**config.mk**
```make
export PLATFORM = sky130hd
export DESIGN_NAME = aes_cbc_ctrl
export DESIGN_NICKNAME = d
export VERILOG_FILES = /design/src/rtl/aes_cbc_ctrl.sv
export SDC_FILE = /design/constraint.sdc
export NUM_CORES = 2
export LEC_CHECK = 0
export CORE_AREA = 2 2 453 455
export DETAILED_ROUTE_END_ITERATION = 8
export DIE_AREA = 0 0 455 457
export SYNTH_ARGS = -nofsm -noshare
export SYNTH_HDL_FRONTEND = slang
export SYNTH_SLANG_ARGS = --single-unit
export TNS_END_PERCENT = 10
```
**constraint.sdc**
```tcl
create_clock -name clk -period 4.6 [get_ports clk]
set_clock_uncertainty 0.2 [all_clocks]
set_input_delay 0.92 -clock clk [delete_from_list [all_inputs] [get_ports clk]]
set_output_delay 0.92 -clock clk [all_outputs]
set_load 0.01 [all_outputs]
```
**src/rtl/aes_cbc_ctrl.sv**
```systemverilog
// CBC sequencer for aes_core: key expansion, per-block chaining XOR, output buffering and core watchdog.
// Optional build macro AES_CBC_ECB_EN adds cfg_ecb, which bypasses all chaining when latched high.
module aes_cbc_ctrl #(
  parameter int WAIT_TIMEOUT = 1023,
  parameter int TO_W         = 10
) (
  input  logic         clk,
  input  logic         reset,
  input  logic         cfg_start,
  input  logic [255:0] cfg_key,
  input  logic         cfg_keylen,
  input  logic         cfg_enc_dec,
  input  logic [127:0] cfg_iv,
`ifdef AES_CBC_ECB_EN
  input  logic         cfg_ecb,
`endif
  output logic         cfg_busy,
  output logic         err,
  input  logic         in_valid,
  output logic         in_ready,
  input  logic [127:0] in_data,
  input  logic         in_last,
  output logic         out_valid,
  input  logic         out_ready,
  output logic [127:0] out_data,
  output logic         out_last,
  output logic         core_init,
  output logic         core_next,
  output logic         core_enc_dec,
  output logic         core_keylen,
  output logic [255:0] core_key,
  output logic [127:0] core_block,
  input  logic         core_ready,
  input  logic [127:0] core_result,
  input  logic         core_result_valid
);

  typedef enum logic [2:0] {
    S_UNCONF = 3'd0,
    S_KINIT  = 3'd1,
    S_KWAIT  = 3'd2,
    S_IDLE   = 3'd3,
    S_NEXT   = 3'd4,
    S_BWAIT  = 3'd5,
    S_OUT    = 3'd6,
    S_ERR    = 3'd7
  } state_t;

  localparam logic [TO_W-1:0] WD_MAX = TO_W'(WAIT_TIMEOUT);

  state_t          state_q, state_d;
  logic [255:0]    key_q, key_d;
  logic            keylen_q, keylen_d, enc_q, enc_d;
  logic [127:0]    iv_q, iv_d, chain_q, chain_d, blk_q, blk_d;
  logic [127:0]    din_q, din_d, out_q, out_d;
  logic            last_q, last_d, out_last_q, out_last_d;
  logic [TO_W-1:0] wd_q, wd_d;
  logic            err_q, err_d, busy_q, busy_d;
  logic            init_q, init_d, next_q, next_d, ov_q, ov_d;
  logic            cfg_ok_s, ecb_s, in_ready_s;

  assign cfg_ok_s = cfg_start && (state_q inside {S_UNCONF, S_IDLE, S_ERR});

`ifdef AES_CBC_ECB_EN
  logic ecb_q, ecb_d;
  always_comb begin
    ecb_d = ecb_q;
    if (cfg_ok_s) begin
      ecb_d = cfg_ecb;
    end else begin
      ecb_d = ecb_q;
    end
  end
  always_ff @(posedge clk) begin
    if (reset) ecb_q <= 1'b0;
    else       ecb_q <= ecb_d;
  end
  assign ecb_s = ecb_q;
`else
  assign ecb_s = 1'b0;
`endif

  always_comb begin
    state_d    = state_q;
    key_d      = key_q;
    keylen_d   = keylen_q;
    enc_d      = enc_q;
    iv_d       = iv_q;
    chain_d    = chain_q;
    blk_d      = blk_q;
    din_d      = din_q;
    out_d      = out_q;
    last_d     = last_q;
    out_last_d = out_last_q;
    wd_d       = wd_q;
    err_d      = err_q;
    in_ready_s = 1'b0;
    case (state_q)
      S_KINIT: begin
        wd_d    = '0;
        state_d = S_KWAIT;
      end
      S_KWAIT: begin
        if (core_ready) begin
          state_d = S_IDLE;
        end else if (wd_q == WD_MAX) begin
          state_d = S_ERR;
          err_d   = 1'b1;
        end else begin
          wd_d = wd_q + TO_W'(1);
        end
      end
      S_IDLE: begin
        in_ready_s = !cfg_start;
        if (in_valid && !cfg_start) begin
          din_d   = in_data;
          last_d  = in_last;
          blk_d   = (enc_q && !ecb_s) ? (in_data ^ chain_q) : in_data;
          state_d = S_NEXT;
        end else begin
          state_d = S_IDLE;
        end
      end
      S_NEXT: begin
        wd_d    = '0;
        state_d = S_BWAIT;
      end
      S_BWAIT: begin
        if (core_ready && core_result_valid) begin
          out_d      = (enc_q || ecb_s) ? core_result : (core_result ^ chain_q);
          out_last_d = last_q;
          if (ecb_s)       chain_d = chain_q;
          else if (last_q) chain_d = iv_q;
          else if (enc_q)  chain_d = core_result;
          else             chain_d = din_q;
          state_d = S_OUT;
        end else if (core_ready || (wd_q == WD_MAX)) begin
          // ready without result_valid is a core protocol violation: handled like a hang
          state_d = S_ERR;
          err_d   = 1'b1;
        end else begin
          wd_d = wd_q + TO_W'(1);
        end
      end
      S_OUT: begin
        if (out_ready) state_d = S_IDLE;
        else           state_d = S_OUT;
      end
      S_UNCONF, S_ERR: state_d = state_q;
      default:         state_d = S_UNCONF;
    endcase
    if (cfg_ok_s) begin
      key_d    = cfg_key;
      keylen_d = cfg_keylen;
      enc_d    = cfg_enc_dec;
      iv_d     = cfg_iv;
      chain_d  = cfg_iv;
      err_d    = 1'b0;
      state_d  = S_KINIT;
    end else begin
      err_d = err_d;
    end
    init_d = (state_d == S_KINIT);
    next_d = (state_d == S_NEXT);
    ov_d   = (state_d == S_OUT);
    busy_d = !(state_d inside {S_UNCONF, S_IDLE, S_ERR});
  end

  always_ff @(posedge clk) begin
    if (reset) begin
      state_q    <= S_UNCONF;
      key_q      <= 256'd0;
      keylen_q   <= 1'b0;
      enc_q      <= 1'b0;
      iv_q       <= 128'd0;
      chain_q    <= 128'd0;
      blk_q      <= 128'd0;
      din_q      <= 128'd0;
      out_q      <= 128'd0;
      last_q     <= 1'b0;
      out_last_q <= 1'b0;
      wd_q       <= '0;
      err_q      <= 1'b0;
      busy_q     <= 1'b0;
      init_q     <= 1'b0;
      next_q     <= 1'b0;
      ov_q       <= 1'b0;
    end else begin
      state_q    <= state_d;
      key_q      <= key_d;
      keylen_q   <= keylen_d;
      enc_q      <= enc_d;
      iv_q       <= iv_d;
      chain_q    <= chain_d;
      blk_q      <= blk_d;
      din_q      <= din_d;
      out_q      <= out_d;
      last_q     <= last_d;
      out_last_q <= out_last_d;
      wd_q       <= wd_d;
      err_q      <= err_d;
      busy_q     <= busy_d;
      init_q     <= init_d;
      next_q     <= next_d;
      ov_q       <= ov_d;
    end
  end

  assign in_ready     = in_ready_s;
  assign cfg_busy     = busy_q;
  assign err          = err_q;
  assign out_valid    = ov_q;
  assign out_data     = out_q;
  assign out_last     = out_last_q;
  assign core_init    = init_q;
  assign core_next    = next_q;
  assign core_enc_dec = enc_q;
  assign core_keylen  = keylen_q;
  assign core_key     = key_q;
  assign core_block   = blk_q;

endmodule
```
== After elaboration in Yosys (flattened, before gate mapping) ==
Index checks and enable logic that the tools add are counted.

* Register bits: 918
* Output and inout port bits: 521

* Add/sub/neg operators: 1
* Equal/unequal tests: 19
* Multiplexer cells: 26
* Bitwise gates (word level): 2
* Reduce and logical (&&, ||, !) cells: 22

{| class="wikitable"
|+ Operator list
! cell !! count
|-
| 128-bit 2-to-1 mux || 7
|-
| 128-bit bitwise XOR || 2
|-
| 10-bit 2-to-1 mux || 4
|-
| 10-bit case mux with 3 select lines || 1
|-
| 3-bit equality test (second input constant) || 7
|-
| 3-bit 2-to-1 mux || 7
|-
| 3-bit case mux with 7 select lines || 1
|-
| 2-bit != test (second input constant) || 6
|-
| 10-bit by 1-bit adder with 10-bit output (second input constant) || 1
|-
| 10-bit equality test (second input constant) || 1
|-
| 5-bit AND reduction || 2
|-
| 3-bit by 2-bit equality test with 1-bit output (second input constant) || 3
|-
| 3-bit nonzero test || 3
|-
| 3-bit by 1-bit equality test with 1-bit output (second input constant) || 2
|-
| 3-bit zero test || 2
|-
| 2-bit AND reduction || 3
|-
| 2-bit nonzero test || 3
|-
| 2-bit OR reduction || 3
|-
| 1-bit 2-to-1 mux || 5
|-
| 1-bit logical AND || 3
|-
| 1-bit zero test || 2
|-
| 1-bit case mux with 2 select lines || 1
|-
| 1-bit logical OR || 1
|}

== Logic depth before layout (Yosys ltp) ==
* Word-level depth: 9
* Mapped depth: 8

== Worst setup path before layout ==
OpenSTA, ideal clock, no wires.

* Path type: input port to flip-flop
* From: in cfg_start
* To: reg blk_q[47], in the netlist core_block[47]
* Library setup time: 0.137 ns
* Arrival: 2.146 ns
* Data required time: 4.263 ns
* Slack: 2.116 ns
* Cell stages on the path: 6
* Cell sequence: and4bb_2 > and2_1 > buf_2 > clkbuf_1 > clkbuf_1 > a211oi_1

* Longest elaborated chain between the ends: 3

{| class="wikitable"
|+ RTL lines
! what !! line !! text
|-
| from (decl) || 9 || <nowiki>input logic cfg_start,</nowiki>
|-
| 1-bit zero test || 115 || <nowiki>if (in_valid && !cfg_start) begin</nowiki>
|-
| 1-bit logical AND || 115 ||
|-
| 2-bit AND reduction (no line) || -- ||
|-
| to (signal assigned) || 195 || <nowiki>blk_q <= blk_d;</nowiki>
|-
| to (decl) || 54 || <nowiki>logic [127:0] iv_q, iv_d, chain_q, chain_d, blk_q, blk_d;</nowiki>
|}

Every way passes these cells.
A chain may end at the register's enable or synchronous reset.

== Final worst setup path ==
* From: in cfg_start
* To: out in_ready

* Longest elaborated chain between the ends: 2

{| class="wikitable"
|+ RTL lines
! what !! line !! text
|-
| 1-bit zero test || 114 || <nowiki>in_ready_s = !cfg_start;</nowiki>
|-
| 1-bit 2-to-1 mux || 98 || <nowiki>case (state_q)</nowiki>
|-
| to (decl) || 20 || <nowiki>output logic in_ready,</nowiki>
|}

Every way passes these cells.

==> impl_metrics.tcl <==
set metrics [dict create \
    status "finished clean" \
    cts_tree "yes" \
    synth_top_area_frac 0.4859 \
    netlist_top_cells_area "dfxtp_1 (49%), nand2_1 (14%), a21oi_1 (7.0%)" \
    synth_area_um2 37820 \
    dieWidth_um 455 \
    crit_path_frequent_cell "clkdlybuf4s50_1" \
    io_buffers 1170 \
    grt_busiest_layer "met2" \
    cts_hold_buf 0 \
    crit_fanout 5 \
    p_sw_frac 0.2696 \
    crit_path_end_kind "output port" \
    cts_buffer_depth 3 \
    synth_common_cells "nand2_1 (1425), dfxtp_1 (918), a21oi_1 (530), clkbuf_1 (265)" \
    comb_power_share 0.153 \
    use_met2 0.2790 \
    clock_sinks 918 \
    criticalPathCategory "input port to output port" \
    antenna_found_initial 93 \
    slew_headroom 0.2843 \
    met3_usage 0.05342 \
    grt_start_max_net_pins 118 \
    place_ws_ns 0.8855 \
    drive_above_1_share 0.04893 \
    vias 37500 \
    period_minus_slack_ns 3.718 \
    cp_cell_sequence "clkdlybuf4s50_1 -> and4bb_2 -> clkdlybuf4s50_1" \
    internal-power_mw 15.17 \
    clockRootBuffer "clkbuf_16" \
    rows 166 \
    dp_hpwl_um 147100 \
    postSynthCellCount 4753 \
    drt-total-wl_um 190000 \
    rsz0062_at_grt "no" \
    max_freq_mhz 268.9 \
    design.core.area_um2 203300 \
    grt_pass1_vias 35060 \
    gp_congestion 0.9269 \
    final_antenna_net_count 0 \
    async_flop_share 0 \
    crit_arrival_ns 2.60 \
    hold_viol_final 0 \
    final.setup.worst_slack_ns 0.8816 \
    die_y_um 457 \
    slowest_stage "clkdlybuf4s50_1" \
    ys.flop_type "dfxtp_1" \
    cts_buffers 105 \
    cp_num_buf_inv 2 \
    vdd_drop_max_uv 344.9 \
    post_cts_buffers 0 \
    max_stage_delay_ns 0.73 \
    critical_path_required_ns 3.48 \
    p_sw_mw 5.600 \
    synthesis.nets 5404 \
    avgSynthCellArea_um2 7.957 \
    grt_pass1_wl_um 262400 \
    yosysMostFrequentCell "nand2_1" \
    startpoint_type "input port" \
    clk_pin_slew_ns 0.06 \
    pwr-share-seq 0.415 \
    synth_area_leader_cell "dfxtp_1" \
    initial_core_util 0.1860 \
    maxSlewViolCount 0 \
    area_growth_pct 48.85 \
    post-route-period-util 0.8083 \
    tightest_slew_ns 1.069 \
    pwr-share-clk 0.432 \
    p_leak_nw 18.31 \
    fp.dieArea_um2 207900 \
    synth_cell_types 46 \
    insertion_delay_ns 0.73 \
    grt_use_total 0.1744 \
    finalPower_mw 20.77 \
    yosysWarnings 0 \
    cts_resized 0 \
    cap_viol_max_count 0 \
    routed_via_density 4.387 \
    layout.nets 6390 \
    seq_area_frac_synth 0.4859 \
    grt_overflow 0 \
    tns_ns 0 \
    htreeDepth 3 \
    setup_violations 0 \
    dr.pass1.iters 6 \
    routedWlPerCell_um 22.23 \
    ios 1171 \
    drc_errors 0 \
    power_density_nw_per_um2 369.0 \
    ys_ff_latch 918 \
    crit_family "buffers and inverters" \
    initialDrtViolationCount 2646 \
    synth_enable_flop_cells 0 \
    hold_class "flip-flop to flip-flop" \
    grt_use_met1 0.2050 \
]
through the flow:
stage          std cells  area (um2)  utilization  hold slack, ns
2_1_floorplan       4753       37820            -          0.2357
5_1_grt             8541       56270       0.2768          0.2675
3_3_place_gp        8320       52520       0.2583          0.2406
6_report            8548       56290       0.2768          0.2520
3_5_place_dp        8320       52520       0.2583          0.2458
4_1_cts             8513       56200       0.2764          0.2542
layer usage:
metal	share of wire	wire, um	vias to the layer above
li1	-	-	17910
met1	0.40	75420	17680
met2	0.46	87060	1470
met3	0.086	16390	382
met4	0.057	10760	54
met5	0.0020	372	-
registers in the layout (all words and copies together) (netlist names):
signal and cells:
cfg_busy 1, chain_q 128, core_block 128, core_enc_dec 1, core_init 1, core_key 256, core_keylen 1, core_next 1
din_q 128, err 1, iv_q 128, last_q 1, out_data 128, out_last 1, out_valid 1, state_q 3
wd_q 10
kinds of logic (layout without fill, tap and decap cells):
kind of cell,after synthesis,after routing,share of synthesized area
muxes,128,128,0.03388
DFF,918,918,0.4859
other,0,35,0
and+or+nand+nor,1982,1982,0.2128
adders and majority gates,1,1,0.0003308
AOI/OAI and AO/OA,1069,1069,0.1645
buffers and inverters,398,1470,0.04308
xor gates and xnor gates,257,257,0.05952
final cells by class:
type | instances | area [um2]
fillers | 21750 | 147000
flip-flops and latches | 918 | 18390
multi-input cells | 3437 | 17860
repair buffers | 1273 | 12900
well taps | 2688 | 3363
clock buffers | 157 | 3104
clock inverters | 36 | 575.6
diodes | 35 | 87.58
inverters | 4 | 15.01
worst register-to-register path: stages, from the launching register on:
cell	delay [ns]
dfxtp_1	0.64
nor3_1	0.23
o21ai_4	0.87
buf_12	0.33
buf_12	0.35
nand3_1	0.24
a31oi_1	0.18
worst paths after layout:
kind / slack, ns / startpoint / to / depth (start not counted)
max reg2reg: 1.54 / state_q[0]$_SDFF_PP0_ / chain_q[76]$_SDFFE_PP0P_ / 6
min reg2reg: 0.25 / din_q[50]$_SDFFE_PP0P_ / din_q[50]$_SDFFE_PP0P_ / 2
min: 0.25 / din_q[50]$_SDFFE_PP0P_ / din_q[50]$_SDFFE_PP0P_ / 2
max: 0.88 / cfg_start / in_ready / 3
layout by cell type (no fill, tap or decap), types with 33 or more instances in the layout:
cell / count
nand2_1: 1424
clkdlybuf4s50_1: 1169
dfxtp_1: 916
a21oi_1: 530
nor2_1: 257
a211oi_1: 257
nand3_1: 134
o21ai_0: 132
a31oi_1: 129
xor2_1: 129
nor2b_1: 129
mux2i_1: 128
xnor2_1: 128
clkbuf_16: 106
buf_4: 70
diode_2: 35
buf_12: 33
power by group through the flow:
stage          clock network [mW]  logic [mW]  registers [mW]
2_1_floorplan                   0        1.36            8.82
3_3_place_gp                    0        3.17            8.77
3_5_place_dp                    0        3.19            8.79
4_1_cts                      9.27        3.21            8.62
5_1_grt                      9.55        3.42            8.67
6_report                     8.98        3.17            8.62
(Power assumes the default switching activity.)
